## src/rtl/frame_sequencer.sv

```systemverilog
// frame_sequencer: 512 Hz frame sequencer producing length, sweep and envelope ticks.
// Define FRAME_SEQ_EXT_DIV_EN to step on falling edges of div_bit instead of the internal prescaler.
module frame_sequencer #(
    parameter int DIV_COUNT = 8192
) (
    input  logic       clk,
    input  logic       reset,
    input  logic       apu_on,
    input  logic       div_bit,
    output logic       length_tick,
    output logic       sweep_tick,
    output logic       env_tick,
    output logic [2:0] step
);
    logic ev;
`ifdef FRAME_SEQ_EXT_DIV_EN
    logic div_hist;
    assign ev = apu_on && div_hist && !div_bit;
    // History follows div_bit even while powered off so re-enable never sees a stale edge.
    always_ff @(posedge clk or posedge reset)
        if (reset) div_hist <= 1'b0;
        else div_hist <= div_bit;
`else
    localparam int PW = $clog2(DIV_COUNT);
    logic [PW-1:0] pre;
    logic unused_div_bit;
    assign unused_div_bit = div_bit;
    assign ev = apu_on && pre == PW'(DIV_COUNT - 1);
    always_ff @(posedge clk or posedge reset)
        if (reset) pre <= '0;
        else if (!apu_on || ev) pre <= '0;
        else pre <= pre + PW'(1);
`endif
    always_ff @(posedge clk or posedge reset)
        if (reset) begin
            length_tick <= 1'b0;
            sweep_tick  <= 1'b0;
            env_tick    <= 1'b0;
            step        <= 3'd0;
        end else if (!apu_on) begin
            length_tick <= 1'b0;
            sweep_tick  <= 1'b0;
            env_tick    <= 1'b0;
            step        <= 3'd0;
        end else begin
            length_tick <= ev && !step[0];
            sweep_tick  <= ev && step[1:0] == 2'b10;
            env_tick    <= ev && step == 3'd7;
            if (ev) step <= step + 3'd1;
        end
endmodule
```

## config.mk

```make
export PLATFORM = sky130hd
export DESIGN_NAME = frame_sequencer
export DESIGN_NICKNAME = d
export VERILOG_FILES = /design/src/rtl/frame_sequencer.sv
export SDC_FILE = /design/constraint.sdc
export NUM_CORES = 1
export LEC_CHECK = 0
export CORE_UTILIZATION = 35
export DETAILED_ROUTE_END_ITERATION = 6
export HOLD_SLACK_MARGIN = 0.1
export SYNTH_ARGS = -nofsm -noshare
export SYNTH_HDL_FRONTEND = slang
export SYNTH_SLANG_ARGS = --single-unit
export TNS_END_PERCENT = 50
```

## constraint.sdc

```tcl
create_clock -name clk -period 2.9 [get_ports clk]
set_input_delay 0.435 -clock clk [delete_from_list [all_inputs] [get_ports clk]]
set_output_delay 0.435 -clock clk [all_outputs]
set_load 0.03 [all_outputs]
```

==> results.md, run 1 <==
* Antenna cell count at 0
* Initial antenna violation count at 0
* Post-Syn Instances at 90
* Die Y at approximately 53 microns
* Synth-to-layout area growth at 16.0%
* Pre-CTS setup slack at between 0.9 and 1 ns
* Die W at 52.9 microns
* Worst-Margin Slew at 0.713 ns
* Clock skew at ~0.009 ns
* Num CTS Buffers at 3
* Largest net degree at the start of global routing at 20
* Synth warn at 0
* Initial DRC count at 12
* Max_slew headroom at about 52%
* Final Non-Filler Cells at around 130
* Setup TNS at 0 ns
* Wire per inst at between 10 and 15 microns
* Num rows at 18
* Nets at 110
* Final hold violations at 0
* Max_cap viols at 0
* Vias per cell at just over 5
* PostCTS Resize Cnt at 0
* Syn_nets at between 90 and 100
* Unrepaired setup endpoints after global routing: false
* Overall Global Routing Usage at between 10% and 20%
* Commonest cells after routing, fill and taps aside: dfrtp_1 (19), inv_1 (10), clkdlybuf4s50_1 (8)
* Worst setup margin at 1.02 ns
* Drt first pass iters at 4
* Syn Area/Cell at roughly 10 sq um
* Vias at 668
* DP Cell Count at approximately 130
* CTS tree: done
* First-pass GRT wire length at roughly 3000 microns
* Gp weighted congestion at around 0.68
* Setup violators final at 0
* Fin crit share at 64.9%
* Area after DPL at a little over 0.001 sq mm
* Leak at 0.000444 uW
* #FFs+latches synth at 19
* Final WL at about 1600 microns
* Quantity of hold-fixing buffers added after cts at 0
* # Post-CTS Setup Buffers at 0
* CP arrival at ~2.1 ns
* Root buffer cell: clkbuf_4
* Run status: complete, no violations
* Initial Util at 36.9%
* DRC errors left at 0
* Register area share after synthesis at a little over half
* Worst skew pair latency at around 0.31 ns
* I/O Buffers at 8
* Worst Path Required at ~3.1 ns
* Power per Cell Area at a little over 400 mW/mm^2
* HP Class: flop to flop
* CTS Sinks at 19
* Min Tclk post-route at roughly 1.9 ns
* Most common cell after layout, fill and taps aside: dfrtp_1
* Die Area at around 0.0028 sq mm
* DRT antenna net count at 0
* Worst VDD drop at approximately 0.00023 V
* Yosys cell types at 24
* Core ar. at between 0.002 and 0.0025 sq mm
* Setup crit end kind: flop
* Dpl hpwl at approximately 1100 microns
* Vias in the first global route at 689
* Startpoint Class: flop
* Overflow after GRT at 0
* H-tree levels at 1
* Clock edge transition at the registers on the reported setup and hold paths at 0.11 ns
* Fraction of layout cells with a size suffix above 1 at 6.93%
* Cell area after synthesis at 906 sq um
* CP max FO at 10
* F_max at between 500 and 600 MHz
* Fin area at 0.00105 sq mm
* CTS Buffer Depth at 2
* Final Max Tran Viols at 0
* Critical path class: flop to flop
* I/O pin cnt at 10
## cell usage after synthesis
library cell   n  share of area, %
a21oi_1        6               3.3
and3_1         3               2.1
buf_2          2               1.1
clkbuf_1       1              0.41
dfrtp_1       19                52
ha_1           4               5.5
inv_1         10               4.1
mux2i_1        2               2.2
nand2_1        6               2.5
nand3_1        3               1.7
nand3_2        1               1.1
nand4_1        3               2.1
nor2_1         6               2.5
nor3_1         2               1.1
nor4_2         1               1.4
o21a_1         2               1.7
o21ai_0        3               1.7
o22ai_1        2               1.4
o31ai_1        3               2.5
o41ai_1        1              0.97
or3_1          3               2.1
or4_1          4               3.3
xnor2_1        2               1.9
xor2_1         1              0.97
## through the flow
| stage | hold WS [ns] | power (uW) | utilization (%) |
|---|---|---|---|
| floorplan | 0.386 | 290 | - |
| global placement | 0.480 | 297 | 41.7 |
| detailed placement | 0.488 | 298 | 41.7 |
| CTS | 0.503 | 435 | 42.8 |
| global route | 0.527 | 447 | 42.8 |
| finish | 0.500 | 429 | 42.8 |
## kinds of logic (layout without fill, tap and decap cells)
family,Yosys count,count (layout),share of synthesized area [%]
DFF,19,19,52.5
xor gates and xnor gates,3,3,2.90
and+or+nand+nor,32,32,19.8
AOI/OAI and AO/OA,17,17,11.5
muxes,2,2,2.21
adders and majority gates,4,4,5.53
buffers and inverters,13,24,5.66
## report_power, final
| part | internal, uW | switching (uW) | total, uW |
|---|---|---|---|
| combinational | 7.29 | 13.0 | 20.3 |
| clock | 53.8 | 83.3 | 137 |
| sequential | 268 | 3.69 | 272 |
## metal layers
layer / GRT usage [%] / share of wire [%] / vias up
li1: - / - / 338
met2: 24.1 / 47 / 6
met5: 0 / 0 / -
met1: 19.4 / 48 / 319
met4: 10.1 / 3.4 / 0
met3: 1.72 / 1.4 / 5
## registers in the layout (all words and copies together), names as in the netlist
signal	cells
sweep_tick	1
length_tick	1
pre	13
step	3
env_tick	1
## worst paths after layout
path                         from      end  slack (ns)  cells past startpoint
setup / recovery           pre[0]  pre[11]        1.02                      5
hold / removal             pre[0]   pre[0]        0.50                      1
setup reg to reg           pre[0]  pre[11]        1.02                      5
hold reg to reg            pre[0]   pre[0]        0.50                      1
max in group asynchronous   reset  step[0]        1.91                      2
min in group asynchronous   reset   pre[1]        0.53                      2
## critical path, cell delays in order, from the launching register on
cell and delay [ns]:
dfrtp_1 0.41, ha_1 0.23, nand3_2 0.20, o41ai_1 0.61
buf_4 0.28, a21oi_1 0.05
## final cells by class
class                      count  area [sq um]
fill                         242          1400
sequential                    19           475
multi-input combinational     58           379
timing repair buffer          10          95.1
inverter                      10          37.5
tap                           30          37.5
clock buffer                   4          26.3
No activity file was read; power rests on OpenSTA's default activity.
==> inputs of run 2 (changes only) <==
- clock period: 2.9 -> 1.6 ns (I/O delays scaled with it)
==> run 2 against run 1 <==
Cell count is 8.4% higher. Clock skew is 0.0069 ns lower. Design area is 11% higher. Setup slack worse by 0.95 ns. Power is 84% higher. Die area stayed put. Register-to-register slack worse by 0.95 ns. Sequential share of layout area is 4.4 points lower. Critical endpoint is now length_tick. Highest routed layer unchanged.
==> results.md, run 2 (synthesis gave the netlist of run 1 again) <==
* Worst path max stage delay at 0.66 ns (was 0.61 ns)
* H-tree levels at 1 (unchanged)
* Power per Cell Area at 679 mW/mm^2 (was 408 mW/mm^2)
* Max reg flops at 13 (unchanged)
* Initial DRC count at 10 (was 12)
* Core ar. at 0.00245 sq mm (unchanged)
* Root buffer cell: clkbuf_4 (unchanged)
* Unrepaired setup endpoints after global routing: true (was false)
* Reg area at 475 sq um (unchanged)
* Area after DPL at 0.00109 sq mm (was 0.00102 sq mm)
* Initial Util at 36.9% (unchanged)
* Die Y at 52.9 microns (unchanged)
* Max_cap viols at 0 (unchanged)
* Critical path class: flop to primary output (was flop to flop)
* DP Cell Count at 136 (was 127)
* Buffer and inverter count on the worst path at 1 (unchanged)
* Vias at 725 (was 668)
* Multi-input gate area at 404 sq um (was 379 sq um)
* Largest net degree at the start of global routing at 20 (unchanged)
* Worst skew pair latency at 0.29 ns (was 0.31 ns)
* I/O Buffers at 8 (unchanged)
* Dpl hpwl at 1210 microns (was 1150 microns)
* Slowest CP cell: clkdlybuf4s50_1 (was o41ai_1)
* Setup violators final at 0 (unchanged)
* Nets at 121 (was 110)
* HP Class: primary input to async pin (was flop to flop)
* DRC errors left at 0 (unchanged)
* CP arrival at 1.30 ns (was 2.08 ns)
* Num CTS Buffers at 3 (unchanged)
* Quantity of hold-fixing buffers added after cts at 0 (unchanged)
* Post-layout util at 47.4% (was 42.8%)
* CTS Buffer Depth at 2 (unchanged)
* DRT antenna net count at 0 (unchanged)
* Final hold violations at 0 (unchanged)
* Vias in the first global route at 704 (was 689)
* Clock skew at 0.00208 ns (was 0.00896 ns)
* Num rows at 18 (unchanged)
* Fin crit share at a little over nine tenths
* Final Non-Filler Cells at 142 (was 131)
* Initial antenna violation count at 0 (unchanged)
* CP delay by family, top: buffers and inverters (was compound AO/OA/AOI/OAI gates)
* Vias per cell at 5.11 (was 5.10)
* Startpoint Class: flop (unchanged)
* CP max FO at 1 (was 10)
* Overall Global Routing Usage at 15.1% (was 15.2%)
* Largest reg by FF count: pre (unchanged)
* # fillers at 232 (was 242)
* Run status: complete, no violations (unchanged)
* CTS tree: done (unchanged)
* Final WL at 1730 microns (was 1600 microns)
* Final hold slack at 0.246 ns (was 0.500 ns)
* Final Max Tran Viols at 0 (unchanged)
* Min Tclk post-route at between 1.5 and 2 ns
* Pre-CTS setup slack at 0.0523 ns (was 0.959 ns)
* Critical path cell sequence: clkdlybuf4s50_1 (was ha_1 -> nand3_2 -> o41ai_1 -> buf_4 -> a21oi_1)
* Fin area at 0.00116 sq mm (was 0.00105 sq mm)
* Max_slew headroom at 78.1% (was 52.4%)
* I/O pin cnt at 10 (unchanged)
* First-pass GRT wire length at 3010 microns (was 2990 microns)
* Worst VDD drop at 0.000422 V (was 0.000225 V)
* Overflow after GRT at 0 (unchanged)
* Die W at 52.9 microns (unchanged)
* Leak at 0.000520 uW (was 0.000444 uW)
* Synth-to-layout area growth at 28.5% (was 16.0%)
* F_max at 651 MHz
* Commonest cells after routing, fill and taps aside: dfrtp_1 (19), buf_4 (11), inv_1 (10) (was dfrtp_1 (19), inv_1 (10), clkdlybuf4s50_1 (8))
* Fraction of layout cells with a size suffix above 1 at 20.5% (was 6.93%)
* Most common cell after layout, fill and taps aside: dfrtp_1 (unchanged)
* Drt first pass iters at 4 (unchanged)
* Worst Path Required at 1.36 ns (was 3.10 ns)
* Worst setup margin at 0.0648 ns (was 1.02 ns)
* Worst-Margin Slew at 0.326 ns (was 0.713 ns)
* Largest regs: pre (13), step (3) (unchanged)
* Die Area at 0.00280 sq mm (unchanged)
* Clock edge transition at the registers on the reported setup and hold paths at 0.11 ns (about the same)
* Antenna cell count at 0 (unchanged)
* Setup crit end kind: primary output (was flop)
* Wire per inst at 12.2 microns (about the same)
* Gp weighted congestion at 0.791 (was 0.683)
* CTS Sinks at 19 (unchanged)
## run 2: final timing paths
kind / startpoint / end / slack [ns] / cells past startpoint
max: length_tick / length_tick / 0.06 / 1
min: reset / step[2] / 0.25 / 3
max reg2reg: pre[6] / pre[10] / 0.07 / 4
min reg2reg: step[0] / length_tick / 0.52 / 1
max in group asynchronous: reset / pre[7] / 1.15 / 3
min in group clk: step[0] / length_tick / 0.52 / 1
## run 2: area by class of cell
type / count / area share, %
tap: 30 / 3.23
multi-input combinational: 58 / 34.7
clock buffer: 3 / 1.94
timing repair buffer: 21 / 15.6
clock inverter: 1 / 0.430
inverter: 10 / 3.23
sequential: 19 / 40.9
## run 2: layer usage
metal  track usage [%]  routed length [microns]
met1              19.5                      784
met4              8.33                       14
met5                 0                        0
met3              1.72                       34
met2              24.5                      893
## run 2: report_power, final
part / leakage, uW / internal [uW] / switching [uW] / total, uW
clock: 0.0000177 / 93.0 / 150 / 243
combinational: 0.000240 / 25.9 / 29.5 / 55.5
sequential: 0.000263 / 486 / 5.71 / 492
## run 2: metrics by stage
| step | total power [uW] | TNS (ns) |
|---|---|---|
| after floorplan | 527 | 0 |
| after global placement | 549 | 0 |
| after detailed placement | 550 | 0 |
| after CTS | 798 | 0 |
| after global routing | 823 | -0.0249 |
| final | 790 | 0 |
## run 2: repair_timing
action / 4_1_cts / 5_1_grt
setup buffers: 0 / 2
gates resized for setup: 3 / 7
setup endpoints to repair: 3 / 12
pin swaps: 0 / 3
==> inputs of run 3 (changes only) <==
- CORE_UTILIZATION: 35 -> 48
- PLACE_DENSITY: default -> 0.72
==> run 3 against run 2 <==
Die area fell by 26%. Critical path depth rose by 3. Flip-flop and latch count did not move. Sequential share of layout area rose by 1.1 points. Sequential power barely moved. Design area fell by 2.6%. First-iteration DRC count rose by 40%. Largest power group unchanged. Highest routed layer unchanged.
==> results.md, run 3 (synthesis gave the netlist of run 1 again) <==
* Run status: complete, no violations (unchanged)
* Setup violators final at 0 (unchanged)
* Max reg flops at 13 (unchanged)
* Worst-Margin Slew at 0.429 ns (was 0.326 ns)
* Leak at 0.000508 uW (was 0.000520 uW)
* Largest regs: pre (13), step (3) (unchanged)
* I/O pin cnt at 10 (unchanged)
* CTS tree: done (unchanged)
* CP delay by family, top: compound AO/OA/AOI/OAI gates (was buffers and inverters)
* CP arrival at 1.78 ns (was 1.30 ns)
* Drt first pass iters at 4 (unchanged)
* Combinational Power Share at 6.8% (was 7.0%)
* Startpoint Class: flop (unchanged)
* Buffer and inverter count on the worst path at 1 (unchanged)
* Seq pwr share at 62.7% (was 62.2%)
* Die Y at 45.4 microns (was 52.9 microns)
* Quantity of hold-fixing buffers added after cts at 0 (unchanged)
* Die W at 45.4 microns (was 52.9 microns)
* Gp weighted congestion at 0.775 (was 0.791)
* H-tree levels at 1 (unchanged)
* HP Class: primary input to async pin (unchanged)
* F_max at 627 MHz (was 651 MHz)
* DRC errors left at 0 (unchanged)
* Synth-to-layout area growth at 25.1% (was 28.5%)
* DRT antenna net count at 0 (unchanged)
* Clock skew at 0.00443 ns (was 0.00208 ns)
* Final hold slack at 0.249 ns (was 0.246 ns)
* Final hold violations at 0 (unchanged)
* CP max FO at 6 (was 1)
* Largest net degree at the start of global routing at 20 (unchanged)
* Initial antenna violation count at 0 (unchanged)
* # fillers at 140 (was 232)
* Unrepaired setup endpoints after global routing: true (unchanged)
* Reg2reg setup slack at 0.006 ns (was 0.07 ns)
* Final Non-Filler Cells at 136 (was 142)
* Commonest cells after routing, fill and taps aside: dfrtp_1 (19), buf_4 (11), inv_1 (10) (unchanged)
* DP Cell Count at 129 (was 136)
* Max_cap viols at 0 (unchanged)
* Switch Pwr at 175 uW (was 185 uW)
* CTS Sinks at 19 (unchanged)
* Dpl hpwl at 1240 microns (was 1210 microns)
* Wire per inst at 12.5 microns (was 12.2 microns)
* First-pass GRT wire length at 2730 microns (was 3010 microns)
* Antenna cell count at 0 (unchanged)
* Setup crit end kind: flop (was primary output)
* Clock edge transition at the registers on the reported setup and hold paths at 0.10 ns (was 0.11 ns)
* CTS Buffer Depth at 2 (unchanged)
* Nets at 120 (was 121)
* Final WL at 1700 microns (was 1730 microns)
* Fraction of layout cells with a size suffix above 1 at 18.9% (was 20.5%)
* Worst VDD drop at 0.000550 V (was 0.000422 V)
* Critical path cell sequence: nand4_1 -> o41ai_1 -> buf_4 -> o22ai_1 (was clkdlybuf4s50_1)
* Core ar. at 0.00175 sq mm (was 0.00245 sq mm)
* Top sig layer: met4 (unchanged)
* Min Tclk post-route at 1.59 ns (was 1.54 ns)
* I/O Buffers at 8 (unchanged)
* Vias at 708 (was 725)
* Vias per cell at 5.21 (was 5.11)
* Initial DRC count at 14 (was 10)
* Overall Global Routing Usage at 19.2% (was 15.1%)
* Worst reg-to-reg path cell count at 4 (unchanged)
* Num CTS Buffers at 3 (unchanged)
* Largest reg by FF count: pre (unchanged)
* Worst skew pair latency at 0.30 ns (was 0.29 ns)
* Power per Cell Area at 690 mW/mm^2 (was 679 mW/mm^2)
* Max_slew headroom at 71.0% (was 78.1%)
* Root buffer cell: clkbuf_4 (unchanged)
* Metal2 WL at 792 microns (was 893 microns)
* Final Max Tran Viols at 0 (unchanged)
* Met3 wire len at 57 microns (was 34 microns)
* Slowest CP cell: o41ai_1 (was clkdlybuf4s50_1)
* Num rows at 15 (was 18)
* Int Pwr at 608 uW (was 605 uW)
* Wl on met1 at 815 microns (was 784 microns)
* Worst path max stage delay at 0.53 ns (was 0.66 ns)
* Fin crit share at 99.6% (was 95.9%)
* Vias in the first global route at 650 (was 704)
* Critical path class: flop to flop (was flop to primary output)
* Clock share of power at 30.5% (was 30.7%)
* Die Area at 0.00206 sq mm (was 0.00280 sq mm)
* Reg2reg end: step[1] (was pre[10])
* Overflow after GRT at 0 (unchanged)
* RR Startpoint: pre[5] (was pre[6])
* Worst Path Required at 1.78 ns (was 1.36 ns)
* Initial Util at 51.9% (was 36.9%)
* Switching share of power at 22.3% (was 23.4%)
* Most common cell after layout, fill and taps aside: dfrtp_1 (unchanged)
[run 3: changes by cell type in the layout (fill, tap and decap cells not counted), sizes merged]
| cell | before | now |
|---|---|---|
| buf | 13 | 12 |
| clkbuf | 3 | 4 |
| clkinv | 1 | 0 |
[run 3: metrics by stage]
step | setup WS [ns] | total power [uW] | util, % | cell area (sq um) | setup TNS (ns)
2_1_floorplan | 0.0524 | 527 | - | 906 | 0
3_3_place_gp | 0.0884 | 548 | 61.4 | 1070 | 0
3_5_place_dp | 0.0506 | 550 | 61.4 | 1070 | 0
4_1_cts | 0.0263 | 793 | 62.7 | 1090 | 0
5_1_grt | -0.0174 | 818 | 64.9 | 1130 | -0.0448
6_report | 0.00623 | 783 | 64.9 | 1130 | 0
[run 3: layout make-up]
| cell class | instances | area (sq um) | share of cell area [%] |
|---|---|---|---|
| Clock buffer | 4 | 26.3 | 2.32 |
| Inverter | 10 | 37.5 | 3.31 |
| Multi-Input combinational cell | 58 | 393 | 34.7 |
| Sequential cell | 19 | 475 | 41.9 |
| Tap cell | 25 | 31.3 | 2.76 |
| Timing Repair Buffer | 20 | 170 | 15.0 |
[run 3: worst max-delay path by stage]
| stage | from | slack [ns] | depth (start not counted) | end |
|---|---|---|---|---|
| after floorplan | pre[0] | 0.05 | 5 | step[1] |
| after CTS | pre[1] | 0.03 | 5 | pre[10] |
| after detailed placement | pre[1] | 0.05 | 5 | pre[10] |
| after global placement | pre[1] | 0.09 | 5 | step[2] |
| final | pre[5] | 0.006 | 4 | step[1] |
| after global routing | pre[5] | -0.02 | 4 | step[2] |
[run 3: tightest hold or removal path: stages]
cell and delay, ns:
clkdlybuf4s50_1 0.39, inv_1 0.05, buf_4 0.25
[run 3: layer usage]
| layer | track usage, % | vias to the layer above |
|---|---|---|
| met5 | 0 | - |
| met4 | 12.7 | 0 |
| met3 | 2.38 | 4 |
| met2 | 29.4 | 15 |
| met1 | 25.3 | 329 |
| li1 | - | 360 |
[run 3: power by group through the flow]
stage               registers, uW  logic (uW)  clock network, uW
global route                  491        60.7                266
global placement              501        47.7                  0
detailed placement            501        48.8                  0
CTS                           491        48.9                253
finish                        491        53.2                239
floorplan                     501        26.0                  0
[run 3: repair_timing]
item	in CTS	in global routing
resized for setup	3	5
gates cloned	0	0
endpoints found under the setup margin	3	4
pin swaps	0	2
buffers inserted	0	3
